### src/rtl/contador_modular.sv
// Modulo-N clock-field counter. RUN advances on tick_in and emits a carry on wrap.
// SET adjusts the field with edge-detected, auto-repeating UP/DOWN buttons.
module contador_modular #(
  parameter int MODULUS      = 24,
  parameter int INIT_VALUE   = 15,
  parameter int WIDTH        = 7,
  parameter int REPEAT_DELAY = 25000000,
  parameter int REPEAT_RATE  = 5000000
) (
  input  logic             clock,
  input  logic             reset,
  input  logic             tick_in,
  input  logic             set_mode,
  input  logic             UP,
  input  logic             DOWN,
  output logic             carry_out,
  output logic [WIDTH-1:0] value,
  output logic [6:0]       seg_units,
  output logic [6:0]       seg_tens
);
  // state   | meaning
  // IDLE    | no button owned; a fresh lone press steps once
  // HELD_UP | UP held alone after a press; repeat counter running
  // HELD_DN | DOWN held alone after a press; repeat counter running
  typedef enum logic [1:0] {IDLE, HELD_UP, HELD_DN} btn_state_t;

  localparam logic [WIDTH-1:0] MAX_VAL  = WIDTH'(MODULUS - 1);
  localparam logic [WIDTH-1:0] INIT_VAL = WIDTH'(INIT_VALUE);
  localparam logic [WIDTH-1:0] ONE      = WIDTH'(1);
  localparam logic [31:0]      DELAY_TC = 32'(REPEAT_DELAY - 1);
  localparam logic [31:0]      RATE_TC  = 32'(REPEAT_RATE - 1);
  localparam logic [3:0]       INIT_U   = 4'(INIT_VALUE % 10);
  localparam logic [3:0]       INIT_T   = 4'(INIT_VALUE / 10);

  btn_state_t       state;
  logic [31:0]      rpt_cnt;
  logic             repeating;
  logic             up_held;
  logic             dn_held;
  logic [WIDTH-1:0] val_inc;
  logic [WIDTH-1:0] val_dec;
  logic             up_press;
  logic             dn_press;
  logic             rpt_fire;
  logic [7:0]       v8;
  logic [3:0]       dig_units;
  logic [3:0]       dig_tens;

  function automatic logic [6:0] seg_code(input logic [3:0] d);
    case (d)
      4'd0:    seg_code = 7'h40;
      4'd1:    seg_code = 7'h79;
      4'd2:    seg_code = 7'h24;
      4'd3:    seg_code = 7'h30;
      4'd4:    seg_code = 7'h19;
      4'd5:    seg_code = 7'h12;
      4'd6:    seg_code = 7'h02;
      4'd7:    seg_code = 7'h78;
      4'd8:    seg_code = 7'h00;
      4'd9:    seg_code = 7'h10;
      default: seg_code = 7'h7f;
    endcase
  endfunction

  always_comb begin
    val_inc   = (value == MAX_VAL) ? '0 : value + ONE;
    val_dec   = (value == '0) ? MAX_VAL : value - ONE;
    // a press only counts on the button's rising edge and with the other one idle
    up_press  = UP & ~up_held & ~DOWN;
    dn_press  = DOWN & ~dn_held & ~UP;
    rpt_fire  = (rpt_cnt == (repeating ? RATE_TC : DELAY_TC));
    v8        = 8'(value);
    dig_units = 4'(v8 % 8'd10);
    dig_tens  = 4'(v8 / 8'd10);
  end

  always_ff @(posedge clock) begin
    if (reset) begin
      value     <= INIT_VAL;
      carry_out <= 1'b0;
      state     <= IDLE;
      rpt_cnt   <= '0;
      repeating <= 1'b0;
      up_held   <= 1'b0;
      dn_held   <= 1'b0;
      seg_units <= seg_code(INIT_U);
      seg_tens  <= seg_code(INIT_T);
    end else begin
      up_held   <= UP;
      dn_held   <= DOWN;
      seg_units <= seg_code(dig_units);
      seg_tens  <= seg_code(dig_tens);
      if (!set_mode) begin
        carry_out <= tick_in && (value == MAX_VAL);
        if (tick_in) value <= val_inc;
        state     <= IDLE;
        rpt_cnt   <= '0;
        repeating <= 1'b0;
      end else begin
        carry_out <= 1'b0;
        case (state)
          IDLE: begin
            rpt_cnt   <= '0;
            repeating <= 1'b0;
            if (up_press) begin
              value <= val_inc;
              state <= HELD_UP;
            end else if (dn_press) begin
              value <= val_dec;
              state <= HELD_DN;
            end
          end
          HELD_UP: begin
            if (UP && !DOWN) begin
              if (rpt_fire) begin
                value     <= val_inc;
                rpt_cnt   <= '0;
                repeating <= 1'b1;
              end else begin
                rpt_cnt <= rpt_cnt + 32'd1;
              end
            end else begin
              state     <= IDLE;
              rpt_cnt   <= '0;
              repeating <= 1'b0;
            end
          end
          HELD_DN: begin
            if (DOWN && !UP) begin
              if (rpt_fire) begin
                value     <= val_dec;
                rpt_cnt   <= '0;
                repeating <= 1'b1;
              end else begin
                rpt_cnt <= rpt_cnt + 32'd1;
              end
            end else begin
              state     <= IDLE;
              rpt_cnt   <= '0;
              repeating <= 1'b0;
            end
          end
          default: begin
            state     <= IDLE;
            rpt_cnt   <= '0;
            repeating <= 1'b0;
          end
        endcase
      end
    end
  end
endmodule
### config.mk
export PLATFORM = sky130hd
export DESIGN_NAME = contador_modular
export DESIGN_NICKNAME = d
export VERILOG_FILES = /design/src/rtl/contador_modular.sv
export SDC_FILE = /design/constraint.sdc
export NUM_CORES = 1
export LEC_CHECK = 0
export ABC_CLOCK_PERIOD_IN_PS = 3400
export BUFFER_PORTS_ARGS = -buffer_cell sky130_fd_sc_hd__buf_2
export CAP_MARGIN = 40
export CORE_MARGIN = 1.5
export CORE_UTILIZATION = 40
export CTS_BUF_LIST = sky130_fd_sc_hd__clkbuf_4 sky130_fd_sc_hd__clkbuf_8
export DETAILED_ROUTE_END_ITERATION = 8
export PLACE_DENSITY = 0.61
export REMOVE_ABC_BUFFERS = 1
export SLEW_MARGIN = 20
export SYNTH_ARGS = -nofsm -noshare
export SYNTH_HDL_FRONTEND = slang
export SYNTH_SLANG_ARGS = --single-unit
### constraint.sdc
create_clock -name clock -period 3.4 [get_ports clock]
set_clock_uncertainty 0.15 [all_clocks]
set_input_delay 0.34 -clock clock [delete_from_list [all_inputs] [get_ports clock]]
set_output_delay 0.34 -clock clock [all_outputs]
set_load 0.05 [all_outputs]
# Yosys cells after proc, flatten, opt, wreduce, memory -nomap -nowiden
# Memory sizes are Yosys's and may differ from the RTL's. A register that Yosys moved wholly into a read port is not among the register bits.
# Cells that the tools add are included.
[totals]
reg_bits = 45
in_bits = 6
mem_count = 2
romBits = 224
ramBits = 0
latchBits = 0
[memory_table]
columns = ["memory", "depth", "width", "read_ports", "rd_clocked_by_memory_dff", "write_ports", "line", "source"]
rows = [
  ["(no name shown)", 16, 7, 1, 1, 0, "50", "case (d)"],
  ["(no name shown)", 16, 7, 1, 1, 0, "50", ""],
]
[op_classes]
eq_ne = 13
multipliers = 0
shifts = 0
div_mod_pow = 2
add_sub_neg = 3
n_reduce_logical = 12
mux = 25
bitwise_logic = 9
magnitude_cmp = 0
[ops]
columns = ["op", "n"]
rows = [
  ["32-bit two-way mux", 3],
  ["7-bit two-way mux", 10],
  ["32-bit one-hot mux with 2 select lines", 1],
  ["32-bit by 1-bit adder with 32-bit output, second input constant", 1],
  ["32-bit by 25-bit == test with 1-bit output", 1],
  ["25-bit two-way mux", 1],
  ["7-bit one-hot mux with 3 select lines", 1],
  ["3-bit != test, second input constant", 5],
  ["7-bit by 4-bit divider with 8-bit output, second input constant", 1],
  ["7-bit by 4-bit remainder unit with 8-bit output, second input constant", 1],
  ["2-bit two-way mux", 4],
  ["7-bit by 1-bit adder with 7-bit output, second input constant", 1],
  ["7-bit by 5-bit == test with 1-bit output, second input constant", 1],
  ["7-bit logical NOT", 1],
  ["7-bit AND reduction", 1],
  ["7-bit by 1-bit subtractor with 7-bit output, second input constant", 1],
  ["2-bit one-hot mux with 3 select lines", 1],
  ["1-bit inverter", 5],
  ["1-bit AND", 4],
  ["2-bit != test, second input constant", 2],
  ["4-bit by 1-bit != test with 1-bit output, second input constant", 1],
  ["4-bit != test, second input constant", 1],
  ["2-bit OR reduction", 2],
  ["1-bit logical AND", 3],
  ["other kinds (8)", 11],
]

# Longest topological paths before layout
[logic_depth]
depth_word = 7
ltp_mapped = 14
depth_no_buf = 14

# Least setup slack after synthesis
# Ideal clock, no wire load.
[synth_path]
path_kind = "reg2reg"
start = "reg value[0]"
end = "reg seg_units[3]"
path_stages_with_launch = 15
setup_ns = 0.124
setup_slack_ns = -0.165
t_arrival_ns = 3.291
n_path_buf = 0
t_required_ns = 3.126
synth_period_minus_slack_ns = 3.565
path_cell_list = "dfxtp_1 > inv_1 > ha_1 > nor2b_1 > nor3_1 > a211o_1 > a21oi_1 > nand2b_1 > xnor2_1 > inv_1 > ha_1 > mux2i_1 > nor2_1 > a22oi_1 > a21oi_1"
[synth_via]
elab_chain_len = 1
[synth_lines]
columns = ["item", "line", "source"]
rows = [
  ["start, declared", "17", "output logic [WIDTH-1:0] value,"],
  ["start signal, assigned", "95", "if (tick_in) value <= val_inc;"],
  ["start signal, assigned", "106", "value <= val_inc;"],
  ["start signal, assigned", "109", "value <= val_dec;"],
  ["7-bit by 4-bit remainder unit with 8-bit output", "73", "dig_units = 4'(v8 % 8'd10);"],
  ["end, declared", "18", "output logic [6:0] seg_units,"],
]
# No other way between the ends.
# A chain may end at the register's enable or synchronous reset.

# Worst setup path in the final report
[layout_path]
start = "reg value[3]"
end = "reg seg_units[3]"
# The elaborated chain is that of the path after synthesis.

==> results.md <==
* Placed inst area at 0.00388 mm2
* Hold path startpoint: DOWN
* Endpoints failing hold at 0
* Status: finished clean
* Ant diodes at 0
* Distinct cells, synth at 57
* H-tree levels at 3
* Met2 Usage GRT at 28.1%
* Leakage at 0.00161 uW
* Post-CTS Setup Inserts at 0
* Share of Yosys cell area claimed by the top area cell type at 32.7%
* Share of cells above drive strength 1 at 14.0%
* Detailed Place HPWL at 5.68 mm
* Antenna violation net count after detailed routing at 0
* Peak Freq at 324 MHz
* Max-slew violations at 0
* Yosys reg bits at 59
* Switching Power at 730 uW
* Critical setup path kind: register to register
* # rows at 34
* Core Util, Final at 46.8%
* Grt total ovfl at 0
* Tcrit/Tclk final at 90.8%
* Vias per cell at 5.53
* YS warnings at 0
* FF/Latch Area at 0.00118 mm2
* Max-cap violations at 0
* Fin nets at 503
* Routability cong. at 0.868
* Commonest register cell after synthesis: dfxtp_1
* GRT Total Usage at 18.1%
* Largest net degree at the start of global routing at 33
* Comb pwr share at 31.9%
* TritonCTS sink count at 59
* Total CTS buffers at 9
* Buffers and inverters on the worst path at 1
* Worst R2R Path Depth at 12
* Maximum resistive drop on vdd at 0.000329 V
* Final Cell Area at 0.00408 mm2
* WHS at 0.115 ns
* Drt drc at 0
* Critical path peak fanout at 17
* Area Growth Syn to Fin at 12.8%
* Synth area leader: dfxtp_1
* Area contributors post-synth: dfxtp_1 (33%), nor2_1 (6.7%), ha_1 (5.9%)
* Crit path DAT at 3.15 ns
* Minimum clock period at 3.09 ns
* Cell count after synthesis at 454
* Total chip power at 1960 uW
* Mapped Avg Cell Area at 7.97 um2
* Max incr delay on CP at 0.72 ns
* Crit. End Element: register
* Initial Util at 41.5%
* Crit. Startpoint: value[3]$_SDFFE_PP1P_
* CTS tree: done
* Fin Setup TNS at 0 ns
* Die height at 98.1 um
* Hold path cells at 2
* Routed wire length at 8.30 mm
* Grt peak-use layer: met2
* Multi-input logic area at 0.00229 mm2
* DR WL/cell at 14.0 um
* Port Buffer Count at 27
* DR vias at 3278
* CP top delay family: flip-flops
* Post-Synthesis Cell Area at 0.00362 mm2
* HP Class: input pin to register
* Sw Share at 37.3%
* Worst path cell trace: nor2b_1 > xnor2_1 > o221a_2 > a21oi_1 > nand2b_1 > xnor2_1 > inv_1 > ha_1 > mux2i_1 > nor2_1 > a22oi_1 > a21oi_1
* Worst-path clk slew at 0.07 ns
* Initial antenna violation count at 0
* Sequential share of the synthesized area at 32.7%
* Die W at 98.1 um
* FILL cells at 904
* Core box area at 0.00872 mm2
* Number of synthesized flops with an enable pin at 0
* Met3 Usage GRT at 3.58%
* Cell area power density at 480 mW/mm2
* Startpoint Class: register
* Slew @ Worst Pin at 0.627 ns
* Endpoints failing setup at 0
* 1st-pass router iterations at 5
* CTS root buffer: clkbuf_8
* Power Internal at 1230 uW
* Vias in the first global route at 3074
* Clk pwr share at 29.3%
* R2R Path Start: value[3]$_SDFFE_PP1P_
* Ys async rst share at 0%
* I/O pin total at 28
* GR Util met1 at 24.8%
* Rel. slew slack at 58.2%
* Worst Path Required at 3.47 ns
* Clock Latency Late Sink at 0.34 ns
* First-pass GRT wire length at 14.6 mm
* Die ar. at 0.00962 mm2
* DR iter-0 viols at 161
* Sequential share of power at 38.9%
* Critical path depth at 12
* Crit-path slowest cell: dfxtp_1
* CTS Buffer Depth at 2
cell usage after synthesis, types with 9 or more instances:
cell	number
inv_1	15
a21oi_1	19
nand3_1	24
nand2b_1	11
nand2_1	32
o21ai_0	16
ha_1	17
xor2_1	24
dfxtp_1	59
nor2_1	65
nor3_1	10
nor2b_1	12
clkbuf_1	14
xnor2_1	9
worst register-to-register path, cell delays in order, from the launching register on:
cell      delay, ns
dfxtp_1        0.72
nor2b_1        0.21
xnor2_1        0.19
o221a_2        0.22
a21oi_1        0.06
nand2b_1       0.25
xnor2_1        0.33
inv_1          0.14
ha_1           0.27
mux2i_1        0.16
nor2_1         0.06
a22oi_1        0.13
a21oi_1        0.08
state kept, by name, summed over array words and instances, names as in the netlist:
signal     flops
carry_out      1
repeating      1
seg_units      7
rpt_cnt       32
value          7
state          2
seg_tens       7
up_held        1
dn_held        1
cells in the final DEF, fill, tap and decap left out, types with 8 or more instances in the layout:
cell / count
and3_1: 8
buf_2: 27
o21ai_0: 16
nor3_1: 10
buf_4: 14
a21oi_1: 19
nor2_1: 65
nand2_1: 32
xnor2_1: 9
nand3_1: 24
dfxtp_1: 56
a21o_1: 8
ha_1: 17
clkbuf_8: 9
xor2_1: 24
inv_1: 15
nor2b_1: 12
nand2b_1: 11
path summary, 6_finish.rpt:
check | to | slack [ns]
worst min-delay path | dn_held$_SDFF_PP0_ | 0.12
worst max-delay path | seg_units[3]$_SDFF_PP0_ | 0.31
worst min register to register | rpt_cnt[0]$_SDFF_PP0_ | 0.32
worst max register to register | seg_units[3]$_SDFF_PP0_ | 0.31
metal layers:
layer,share of wire [%],routed length (um)
met1,49,4090
met2,46,3780
met3,4.0,331
met4,1.3,106
met5,0,0
metrics by stage:
step,std cells,worst slack (ns)
CTS,593,0.165
global placement,577,0.328
global route,593,-0.00919
finish,593,0.311
floorplan,428,-0.203
detailed placement,577,0.200
layout make-up:
cell class	instances	share of cell area, %
multi-input cells	354	56.0
flip-flops and latches	59	29.0
repair buffers	41	5.89
clock buffers	11	3.40
well taps	108	3.31
inverters	15	1.38
clock inverters	5	0.981
what timing repair did:
| action | CTS | global route |
|---|---|---|
| hold buffers | 0 | 0 |
| endpoints found under the setup margin | 0 | 4 |
| gates resized for setup | 0 | 5 |
kinds of logic after synthesis:
kind of cell    count (synthesis)  share of synthesized area [%]
flops                          59                           32.7
mux                             7                           1.97
compound gates                 97                           19.1
xor+xnor                       33                           7.99
buf+inv                        41                           4.53
simple gates                  200                           27.9
fa+ha+maj                      17                           5.88
power by group through the flow:
stage | Sequential (uW) | Clock (uW) | Combinational (uW)
5_1_grt | 768 | 636 | 686
3_3_place_gp | 774 | 0 | 608
4_1_cts | 760 | 600 | 615
3_5_place_dp | 775 | 0 | 611
2_1_floorplan | 924 | 0 | 310
6_report | 761 | 573 | 624
No activity file was read; power rests on OpenSTA's default activity.
